[src/rtl/wb_pic16.sv]
// Wishbone-slave interrupt controller: synchronises up to 16 sources, latches edge events
// into PENDING, masks them with ENABLE and drives a registered irq_o.
module wb_pic16 #(
    parameter int unsigned NUM_IRQ     = 5,
    parameter int unsigned SYNC_STAGES = 2,
    parameter logic [15:0] EDGE_RESET  = 16'hFFFF
) (
    input  logic               clk_i,
    input  logic               rst_i,
    input  logic [31:0]        wb_adr_i,
    input  logic [15:0]        wb_dat_i,
    output logic [15:0]        wb_dat_o,
    input  logic [1:0]         wb_sel_i,
    input  logic               wb_we_i,
    input  logic               wb_cyc_i,
    input  logic               wb_stb_i,
    output logic               wb_ack_o,
    input  logic [NUM_IRQ-1:0] irq_i,
    output logic               irq_o
);

    localparam logic [15:0] IMPL_MASK = 16'((32'd1 << NUM_IRQ) - 32'd1);

    // Internal vectors are a full 16 bits wide; bits at or above NUM_IRQ are held at 0.
    logic [SYNC_STAGES-1:0][15:0] r_sync;
    logic [15:0] r_prev;
    logic [15:0] r_pending;
    logic [15:0] r_enable;
    logic [15:0] r_edge;
    logic [15:0] r_dat;
    logic        r_ack;
    logic        r_irq;

    logic [15:0] w_irq;
    logic [15:0] w_s;
    logic [15:0] w_rise;
    logic [15:0] w_lane;
    logic [15:0] w_w1c;
    logic [15:0] w_pend_nxt;
    logic [15:0] w_act;
    logic [3:0]  w_act_idx;
    logic [15:0] w_rdata;
    logic [1:0]  w_reg;
    logic        w_acc;
    logic        w_wr;
    logic        w_unused_adr;

    assign w_irq        = 16'(irq_i);
    assign w_s          = r_sync[SYNC_STAGES-1];
    assign w_rise       = w_s & ~r_prev;
    assign w_reg        = wb_adr_i[2:1];
    assign w_acc        = wb_cyc_i & wb_stb_i & ~r_ack;
    assign w_wr         = w_acc & wb_we_i;
    assign w_lane       = {{8{wb_sel_i[1]}}, {8{wb_sel_i[0]}}};
    assign w_w1c        = (w_wr && (w_reg == 2'd0)) ? (wb_dat_i & w_lane) : 16'h0000;
    assign w_unused_adr = ^{wb_adr_i[31:3], wb_adr_i[0]};

    // A rising edge outranks a W1C in the same cycle; level-mode bits simply track s.
    assign w_pend_nxt = IMPL_MASK & ((r_edge & (w_rise | (r_pending & ~w_w1c)))
                                     | (~r_edge & w_s));

    always_comb begin
        w_act     = r_pending & r_enable;
        w_act_idx = 4'd0;
        for (int n = 15; n >= 0; n--) begin
            if (w_act[n]) begin
                w_act_idx = 4'(n);
            end
        end
    end

    always_comb begin
        w_rdata = 16'h0000;
        case (w_reg)
            2'd0:    w_rdata = r_pending;
            2'd1:    w_rdata = r_enable;
            2'd2:    w_rdata = r_edge;
            default: w_rdata = (|w_act) ? {1'b1, 11'd0, w_act_idx} : 16'h0000;
        endcase
    end

    always_ff @(posedge clk_i) begin
        if (rst_i) begin
            r_sync    <= '0;
            r_prev    <= 16'h0000;
            r_pending <= 16'h0000;
            r_enable  <= 16'h0000;
            r_edge    <= EDGE_RESET & IMPL_MASK;
            r_dat     <= 16'h0000;
            r_ack     <= 1'b0;
            r_irq     <= 1'b0;
        end else begin
            r_sync    <= {r_sync[SYNC_STAGES-2:0], w_irq};
            r_prev    <= w_s;
            r_pending <= w_pend_nxt;
            if (w_wr && (w_reg == 2'd1)) begin
                r_enable <= IMPL_MASK & ((r_enable & ~w_lane) | (wb_dat_i & w_lane));
            end
            if (w_wr && (w_reg == 2'd2)) begin
                r_edge <= IMPL_MASK & ((r_edge & ~w_lane) | (wb_dat_i & w_lane));
            end
            r_irq <= |w_act;
            r_ack <= w_acc;
            r_dat <= w_acc ? w_rdata : 16'h0000;
        end
    end

    assign wb_dat_o = r_dat;
    assign wb_ack_o = r_ack;
    assign irq_o    = r_irq;

endmodule

[config.mk]
export PLATFORM = sky130hd
export DESIGN_NAME = wb_pic16
export DESIGN_NICKNAME = d
export VERILOG_FILES = /design/src/rtl/wb_pic16.sv
export SDC_FILE = /design/constraint.sdc
export NUM_CORES = 1
export LEC_CHECK = 0
export ABC_AREA = 0
export BUFFER_PORTS_ARGS = -buffer_cell sky130_fd_sc_hd__buf_2
export CAP_MARGIN = 20
export CORE_ASPECT_RATIO = 0.75
export CORE_MARGIN = 5
export CORE_UTILIZATION = 44
export CTS_CLUSTER_SIZE = 30
export DETAILED_ROUTE_END_ITERATION = 7
export GPL_TIMING_DRIVEN = 0
export PLACE_DENSITY = 0.78
export SLEW_MARGIN = 0
export SYNTH_ARGS = -nofsm -noshare
export SYNTH_HDL_FRONTEND = slang
export SYNTH_SLANG_ARGS = --single-unit
[constraint.sdc]
create_clock -name clk_i -period 1.8 [get_ports clk_i]
set_input_delay 0 -clock clk_i [delete_from_list [all_inputs] [get_ports clk_i]]
set_output_delay 0 -clock clk_i [all_outputs]
set_load 0.1 [all_outputs]
==> summary.md, run 1 <==
| Metric | Value |
|---|---|
| Worst Tran Pin Value | `688 ps` |
| EDFF count, synth | `0` |
| Area grow syn2layout | `26.5%` |
| Clk Latency, worst-skew pair | `290 ps` |
| CTS Sinks | `38` |
| Pin count of the biggest net entering global routing | `12` |
| Vias in the first global route | `1071` |
| Status | `finished, final reports clean` |
| Fill cell total of the finished layout | `293` |
| Total power | `0.00172 W` |
| Sequential fraction of the synthesis area | `50.8%` |
| Crit share post-route | `89.8%` |
| Die area | `4680 um2` |
| Syn Inst Count | `159` |
| RSZ-0062 raised after global routing | `no` |
| Initial antenna violation count | `0` |
| Global-route wire length before repair | `5.02 mm` |
| Most used flip-flop cell after synthesis | `dfxtp_1` |
| DR WL/cell | `11.7 um` |
| H-tree depth | `2` |
| GPL Wtd Cong | `0.928` |
| Yosys cell types | `28` |
| Share of layout cells above drive strength 1 | `23.8%` |
| Slowest cell on crit path | `nor4_2` |
| Max_slew headroom | `53.9%` |
| CP delay by family, top | `simple AND/OR/NAND/NOR gates` |
| Post-route minimum period | `1620 ps` |
| Kind of critical path | `flip-flop to flip-flop` |
| Final setup viols | `0` |
| CP Capture Type | `flip-flop` |
| Grt total ovfl | `0` |
| WL final | `2.93 mm` |
| FFs w/ async S/R, synth | `0%` |
| Die Y | `60.5 um` |
| P_leak | `0.837 nW` |
| WP buf/inv | `0` |
| I/O Buffers | `24` |
| Ant diodes | `0` |
| Layout Nets | `269` |
| First-pass DRT Iterations | `4` |
| Final Hold Viols | `0` |
| Chip width | `77.3 um` |
| GRT Util Overall | `14.2%` |
| Worst-path clk slew | `70 ps` |
| Most frequent cell after synthesis | `dfxtp_1` |
| Non-Filler Instances | `250` |
| Root Buffer Master | `clkbuf_8` |
| Critical path data arrival time | `1810 ps` |
| Syn Area/Cell | `9.41 um2` |
| Crit-path cells | `nand3b_2 > nor4_2 > a211oi_1 > a21o_1` |
| Cell Area, Synth | `1500 um2` |
| Clock Tree Buf Depth | `2` |
| Ys Warns | `0` |
| Multi-input logic area | `652 um2` |
| Starting DRT DRC Count | `96` |
| Maximum VDD drop | `0.000470 V` |
| DR vias | `1197` |
| Std cell rows | `18` |
| CTS tree | `yes` |
| Dpl cells | `232` |
| Total Neg Setup Slack | `0 ps` |
| Postcts setup bufs | `0` |
| # Max-Cap Violations | `0` |
| Clock buffer count from CTS | `5` |
| Share of the synthesized area in the top cell type | `50.8%` |
| Power Density | `908 nW/um2` |
| Area contributors post-synth | `dfxtp_1, mux2i_1, nor2b_1` |
| I/O Pins | `78` |
| Reg2Reg Setup Slack | `180 ps` |
| Antenna viol nets, final | `0` |
| Drt drc | `0` |
| CP max stage delay | `590 ps` |
| Initial Util | `45.5%` |
| CP Max Fanout | `5` |
| Pins Over Slew Limit | `0` |
| Most frequent cells after synthesis | `dfxtp_1, nor2_1, nor2b_1` |
| Register bit total from synthesis | `38` |
| Post-detail-place hpwl | `2.03 mm` |
| Core Area | `3290 um2` |
| Via/cell ratio | `4.79` |
| Fmax | `619 MHz` |
| Reg area | `762 um2` |
| Crit path launch type | `flip-flop` |
| Critical Path RT | `1990 ps` |
| Hold/Removal Path Class | `primary input to flip-flop` |
| Synth area leader | `dfxtp_1` |
| Layout Skew | `6.69 ps` |
[routing by layer]
layer	track usage (%)	wire length (um)	vias to the layer above	part of all wire (%)
li1	-	-	615	-
met1	18.9	1410	543	48
met2	19.9	1240	33	42
met3	5.04	211	6	7.2
met4	8.82	70	0	2.4
met5	0	0	-	0
[final timing paths]
kind                             startpoint            to  cells after the start
worst min register to register    r_sync[3]        w_s[3]                      1
worst min-delay path            wb_adr_i[1]  wb_dat_o[15]                      4
worst max register to register     wb_ack_o  r_pending[2]                      4
worst max-delay path               wb_ack_o  r_pending[2]                      4
[timing repair]
item | in CTS | in global routing
endpoints found under the hold margin | 10 | 0
hold buffers | 10 | 0
gates resized for setup | 0 | 0
[cells in the final DEF (no fill, tap or decap), drive strengths merged]
master       Yosys  routed
dfxtp           38      38
buf             13      37
nor2            19      19
nor2b           15      15
nand2           14      14
a21oi           14      14
clkbuf           4      11
mux2i           10      10
conb             1      10
dlygate4sd3      0      10
a211oi           5       5
a21o             5       5
nor3             5       5
inv              2       2
a22oi            2       2
nand4            2       2
nor4             2       2
nand3b           1       1
and2b            1       1
nor3b            1       1
or2              1       1
and3             1       1
nand2b           1       1
a32o             1       1
nand3            1       1
clkinv           0       1
[final cells by class]
| cell class | instances | share of cell area [%] |
|---|---|---|
| Clock inverter | 1 | 0.264 |
| Timing Repair Buffer | 34 | 11.6 |
| Tap cell | 40 | 2.64 |
| Multi-Input combinational cell | 111 | 34.4 |
| Inverter | 2 | 0.397 |
| Buffer | 17 | 5.82 |
| Clock buffer | 7 | 4.56 |
| Sequential cell | 38 | 40.3 |
[power breakdown]
group | internal [W] | total (W) | switching, W
registers | 0.000865 | 0.000876 | 0.0000113
clock network | 0.000308 | 0.000588 | 0.000280
logic | 0.0000773 | 0.000255 | 0.000177
[kinds of logic after synthesis]
group / synth area share (%)
compound gates: 11.4
buf+inv: 7.86
flops: 50.8
mux: 6.69
other cells: 0.251
simple gates: 23.0
[worst reg2reg max path, delay by kind of cell, from the launching register on]
| family | cells | cell delay [ps] |
|---|---|---|
| simple gates | 2 | 860 |
| flops | 1 | 320 |
| compound gates | 2 | 350 |
[through the flow]
step           util [%]  setup WS, ps  instance area, um2  hold slack (ps)
2_1_floorplan         -           186                1530              128
4_1_cts            57.6           168                1890              118
5_1_grt            57.6          82.9                1890              122
3_5_place_dp       51.8           200                1700              214
6_report           57.6           183                1890              121
3_3_place_gp       51.8           196                1700              208
No activity file was read; power rests on OpenSTA's default activity.
==> run 2, diff against run 1 <==
--- a/config.mk
+++ b/config.mk
@@ -5,12 +5,12 @@
 export SDC_FILE = /design/constraint.sdc
 export NUM_CORES = 1
 export LEC_CHECK = 0
-export ABC_AREA = 0
+export ABC_AREA = 1
 export BUFFER_PORTS_ARGS = -buffer_cell sky130_fd_sc_hd__buf_2
 export CAP_MARGIN = 20
 export CORE_ASPECT_RATIO = 0.75
 export CORE_MARGIN = 5
-export CORE_UTILIZATION = 44
+export CORE_UTILIZATION = 45
 export CTS_CLUSTER_SIZE = 30
 export DETAILED_ROUTE_END_ITERATION = 7
 export GPL_TIMING_DRIVEN = 0
==> run 2 against run 1 <==
Clock power increased by 21%. Area after synthesis up 11%. Highest routed layer unchanged. Sequential cell count unchanged. Critical path depth is 3 lower. Die area is 7.4% higher. Maximum frequency is 31% higher. Via count up 15%. Core utilization is 0.43 points higher. Synthesized cell count grew 43%. Clock skew decreased by 1.7 ps.
==> summary.md, run 2 <==
| Metric | Value |
|---|---|
| Post-Synth Simple-Gate Area | `39.1%` |
| Pins Over Slew Limit | `0` |
| Hold path depth | `3` |
| GRT Util Overall | `13.1%` |
| Fmax | `808 MHz` |
| Cell area after layout | `2100 um2` |
| CP max stage delay | `480 ps` |
| Ant diodes | `0` |
| Die Y | `62.6 um` |
| Pre-CTS setup slack | `732 ps` |
| Crit share post-route | `68.7%` |
| # Max-Cap Violations | `0` |
| Core Area | `3610 um2` |
| Area grow syn2layout | `26.0%` |
| P_leak | `1.07 nW` |
| CP Max Fanout | `4` |
| Clock Tree Buf Depth | `2` |
| Post-synthesis mux area share | `0%` |
| Share of the synthesized area in the top cell type | `45.7%` |
| Post-detail-place hpwl | `2.28 mm` |
| First-pass DRT Iterations | `4` |
| GPL Wtd Cong | `0.785` |
| Placed cell area | `1880 um2` |
| Crit-path cells | `buf_2` |
| Root Buffer Master | `clkbuf_8` |
| Global-route wire length before repair | `5.06 mm` |
| DR vias | `1381` |
| Most frequent cells after synthesis | `nand2_1, dfxtp_1, nor2_1` |
| Drt drc | `0` |
| I/O Buffers | `23` |
| Die area | `5020 um2` |
| Worst-path clk slew | `80 ps` |
| Largest family of logic cells by synthesized area | `simple AND/OR/NAND/NOR gates` |
| Flop pwr share | `47.1%` |
| Adder-cell share of the synthesized area | `0%` |
| Commonest cells after routing, fill and taps aside | `nand2_1, dfxtp_1, nor2_1` |
| Post-CTS resize count | `0` |
| DR WL/cell | `9.59 um` |
| CP Capture Type | `primary output` |
| Area contributors post-synth | `dfxtp_1, nand2_1, nor2_1` |
| Cell Area, Synth | `1660 um2` |
| Critical Path RT | `1800 ps` |
| Sequential fraction of the synthesis area | `45.7%` |
| CP delay by family, top | `buffers and inverters` |
| Layout Nets | `338` |
| CTS Sinks | `38` |
| Final setup viols | `0` |
| Layout Skew | `5.00 ps` |
| Yosys cell types | `22` |
| Chip width | `80.2 um` |
| Most used flip-flop cell after synthesis | `dfxtp_1` |
| Starting DRT DRC Count | `66` |
| Most frequent cell after synthesis | `nand2_1` |
| FFs w/ async S/R, synth | `0%` |
| EDFF count, synth | `0` |
| Clk Latency, worst-skew pair | `290 ps` |
| Total Neg Setup Slack | `0 ps` |
| I/O Pins | `78` |
| Initial antenna violation count | `0` |
| Int Power | `0.00135 W` |
| Net Sw Frac | `27.6%` |
| R2R depth | `7` |
| Via/cell ratio | `4.17` |
| Fill cell total of the finished layout | `380` |
| Kind of critical path | `flip-flop to primary output` |
| Post-route minimum period | `1240 ps` |
| Crit path launch type | `flip-flop` |
| Initial Util | `46.0%` |
| Maximum VDD drop | `0.000496 V` |
| Clock buffer count from CTS | `5` |
| Pin count of the biggest net entering global routing | `13` |
| Slowest cell on crit path | `buf_2` |
| Psw | `0.000516 W` |
| Vias in the first global route | `1152` |
| Complex-gate fraction of the synthesized area | `0.903%` |
| WL final | `3.17 mm` |
| Synth area leader | `dfxtp_1` |
| WP depth | `1` |
| Hold/Removal Path Class | `primary input to flip-flop` |
| Register bit total from synthesis | `38` |
| Critical path data arrival time | `1240 ps` |
| Power Density | `893 nW/um2` |
| Share of layout cells above drive strength 1 | `20.8%` |
| Std cell rows | `19` |
| Combinational Power Share | `14.9%` |
| Xor/xnor share of the synthesized area | `0%` |
| Status | `finished, final reports clean` |
| Final Hold Viols | `0` |
| CTS tree | `yes` |
| Clock power share | `38.1%` |
| Commonest non-fill, non-tap cell in the layout | `nand2_1` |
| Ys Warns | `0` |
| WP buf/inv | `1` |
| RSZ-0062 raised after global routing | `no` |
| H-tree depth | `2` |
| Antenna viol nets, final | `0` |
| Syn Inst Count | `228` |
| Syn Area/Cell | `7.29 um2` |
| Setup ws final | `563 ps` |
| Grt total ovfl | `0` |
-- run 2: area by class of cell --
type                       instances  area [um2]  share of cell area [%]
sequential                        38         761                    36.3
multi-input combinational        155         703                    33.6
timing repair buffer              34         225                    10.7
clock inverter                     3        40.0                    1.91
tap                               52        65.1                    3.10
inverter                          28         108                    5.13
clock buffer                       5        68.8                    3.28
buffer                            16         125                    5.97
-- run 2: logic make-up (layout without fill, tap and decap cells) --
group                  count (synthesis)  in the layout
and+or+nand+nor                      142            142
buffers and inverters                 44             86
DFF                                   38             38
AOI/OAI and AO/OA                      3              3
other                                  1             10
-- run 2: power groups by stage --
| stage | clock network [W] | logic (W) | registers, W |
|---|---|---|---|
| after floorplan | 0 | 0.000195 | 0.000919 |
| after global placement | 0 | 0.000256 | 0.000899 |
| after detailed placement | 0 | 0.000259 | 0.000900 |
| after CTS | 0.000733 | 0.000278 | 0.000880 |
| after global routing | 0.000762 | 0.000299 | 0.000883 |
| final | 0.000712 | 0.000278 | 0.000880 |
-- run 2: routing by layer --
layer	global-route usage (%)	routed length (um)	vias to the layer above	part of all wire, %
met5	0	0	-	0
met4	6.33	61	0	1.9
met3	4.61	223	8	7.0
met2	19.0	1380	38	44
met1	17.2	1510	569	47
li1	-	-	766	-
-- run 2: final timing paths --
check,slack [ps],startpoint,to
hold reg to reg,410,r_sync[3],w_s[3]
hold / removal,90,wb_stb_i,wb_ack_o
setup / recovery,560,wb_ack_o,wb_ack_o
setup reg to reg,730,wb_ack_o,r_pending[4]
-- run 2: timing repair --
item,CTS,global route
hold endpoints to repair,17,0
buffers inserted,0,0
setup endpoints to repair,0,0
hold buffers,11,0
-- run 2: worst register-to-register path, stage by stage (launching register included) --
cell,delay (ps)
dfxtp_1,380
inv_2,70
nand3_2,70
nor2_4,120
buf_6,140
nand3_1,70
nand2_1,60
nand2_1,50
-- run 2: metrics by stage --
step | total power (W) | std cells | utilization [%] | hold slack, ps
3_5_place_dp | 0.00116 | 312 | 51.9 | 207
6_report | 0.00187 | 331 | 58.0 | 89.7
3_3_place_gp | 0.00115 | 312 | 51.9 | 198
2_1_floorplan | 0.00111 | 237 | - | 82.6
4_1_cts | 0.00189 | 331 | 58.0 | 84.1
5_1_grt | 0.00194 | 331 | 58.0 | 115
==> run 3, diff against run 2 <==
==> constraint.sdc (replaced) <==
create_clock -name clk_i -period 1.2 [get_ports clk_i]
set_input_delay 0 -clock clk_i [delete_from_list [all_inputs] [get_ports clk_i]]
set_output_delay 0 -clock clk_i [all_outputs]
set_load 0.1 [all_outputs]
==> run 3 against run 2 <==
Largest cell class unchanged. Sequential share of layout area rose by 0.38 points. Die area unchanged. Global-route usage is 0.66 points higher. Via count decreased by 1.0%. Critical path type unchanged. Cell count did not move. Clock power rose by 28%. Power grew 41%.
==> summary.md, run 3 (synthesis gave the netlist of run 2 again) <==
| Metric | Value |
|---|---|
| Clock Tree Buf Depth | `2` |
| RSZ-0062 raised after global routing | `no` |
| Kind of critical path | `flip-flop to primary output` |
| Clock buffer count from CTS | `5` |
| Crit-path cells | `buf_2` |
| Critical Path RT | `1200 ps` |
| P_leak | `1.06 nW` |
| CTS tree | `yes` |
| Post-CTS resize count | `0` |
| Die Y | `62.6 um` |
| CP delay by family, top | `buffers and inverters` |
| Share of layout cells above drive strength 1 | `21.1%` |
| Area grow syn2layout | `25.4%` |
| Flop pwr share | `49.9%` |
| Clk Latency, worst-skew pair | `290 ps` |
| I/O Buffers | `23` |
| Placed cell area | `1880 um2` |
| Global-route wire length before repair | `5.37 mm` |
| Die area | `5020 um2` |
| Pin count of the biggest net entering global routing | `13` |
| CP Capture Type | `primary output` |
| Slowest cell on crit path | `buf_2` |
| Postcts setup bufs | `0` |
| First-pass DRT Iterations | `4` |
| Worst-path clk slew | `70 ps` |
| Pins Over Slew Limit | `0` |
| Root Buffer Master | `clkbuf_8` |
| Int Power | `0.00188 W` |
| Total power | `0.00265 W` |
| Layout Skew | `4.14 ps` |
| Drt drc | `0` |
| CTS Sinks | `38` |
| Critical path data arrival time | `1120 ps` |
| Hold/Removal Path Class | `primary input to flip-flop` |
| Psw | `0.000763 W` |
| DR WL/cell | `9.53 um` |
| GRT Util Overall | `13.8%` |
| Cell area after layout | `2080 um2` |
| Clock power share | `34.4%` |
| Net Sw Frac | `28.9%` |
| Final setup viols | `0` |
| Status | `finished, final reports clean` |
| WP buf/inv | `1` |
| H-tree depth | `2` |
| Crit share post-route | `93.0%` |
| Hold buffer count at CTS | `11` |
| Layout Nets | `338` |
| Post-route minimum period | `1120 ps` |
| Starting DRT DRC Count | `79` |
| CP Max Fanout | `4` |
| CP max stage delay | `430 ps` |
| Vias in the first global route | `1242` |
| Grt total ovfl | `0` |
| Via/cell ratio | `4.13` |
| Post-detail-place hpwl | `2.29 mm` |
| Commonest non-fill, non-tap cell in the layout | `nand2_1` |
| Core Area | `3610 um2` |
| Ant diodes | `0` |
| WL final | `3.15 mm` |
| Total Neg Setup Slack | `0 ps` |
| Crit path launch type | `flip-flop` |
| Initial Util | `46.0%` |
| Chip width | `80.2 um` |
| GPL Wtd Cong | `0.828` |
| Maximum VDD drop | `0.000847 V` |
| Commonest cells after routing, fill and taps aside | `nand2_1, nor2_1, dfxtp_1` |
| DR vias | `1367` |
| Non-Filler Instances | `331` |
| Fmax | `896 MHz` |
| Antenna viol nets, final | `0` |
| Dpl cells | `312` |
| Initial antenna violation count | `0` |
| Final Hold Viols | `0` |
| I/O Pins | `78` |
| Power Density | `1270 nW/um2` |
| Combinational Power Share | `15.7%` |
| # Max-Cap Violations | `0` |
| Std cell rows | `19` |
==> run 3: per-layer routing <==
layer	global-route usage [%]	wire length [um]	vias to the layer above
met1	18.2	1500	564
li1	-	-	767
met5	0	0	-
met2	19.4	1390	31
met4	8.02	46	0
met3	4.47	222	5
==> run 3: layout make-up <==
cell class                      instances  area [um2]
Buffer                                 16         125
Clock buffer                            6        82.6
Clock inverter                          2        11.3
Fill cell                             359        1530
Inverter                               28         108
Multi-Input combinational cell        155         703
Sequential cell                        38         764
Tap cell                               52        65.1
Timing Repair Buffer                   34         225
==> run 3: final timing paths <==
kind                                start      endpoint  slack [ps]  cells after the start
worst max-delay path             wb_ack_o      wb_ack_o          80                      1
worst min-delay path             wb_stb_i      wb_ack_o          80                      3
worst max register to register   wb_ack_o  r_pending[1]         150                      7
worst min register to register  r_sync[0]        w_s[0]         400                      2
==> run 3: per-stage QoR <==
stage | worst slack [ps] | utilization, % | hold slack (ps)
2_1_floorplan | 109 | - | 74.2
3_3_place_gp | 178 | 52.0 | 198
3_5_place_dp | 153 | 52.0 | 208
4_1_cts | 69.5 | 57.7 | 76.4
5_1_grt | 48.3 | 57.7 | 92.2
6_report | 83.7 | 57.7 | 83.1
==> run 3: power groups by stage <==
stage	registers (W)	clock network, W	logic [W]
6_report	0.00132	0.000910	0.000416
3_3_place_gp	0.00135	0	0.000385
4_1_cts	0.00132	0.000949	0.000417
5_1_grt	0.00132	0.00101	0.000450
3_5_place_dp	0.00135	0	0.000389
2_1_floorplan	0.00138	0	0.000292
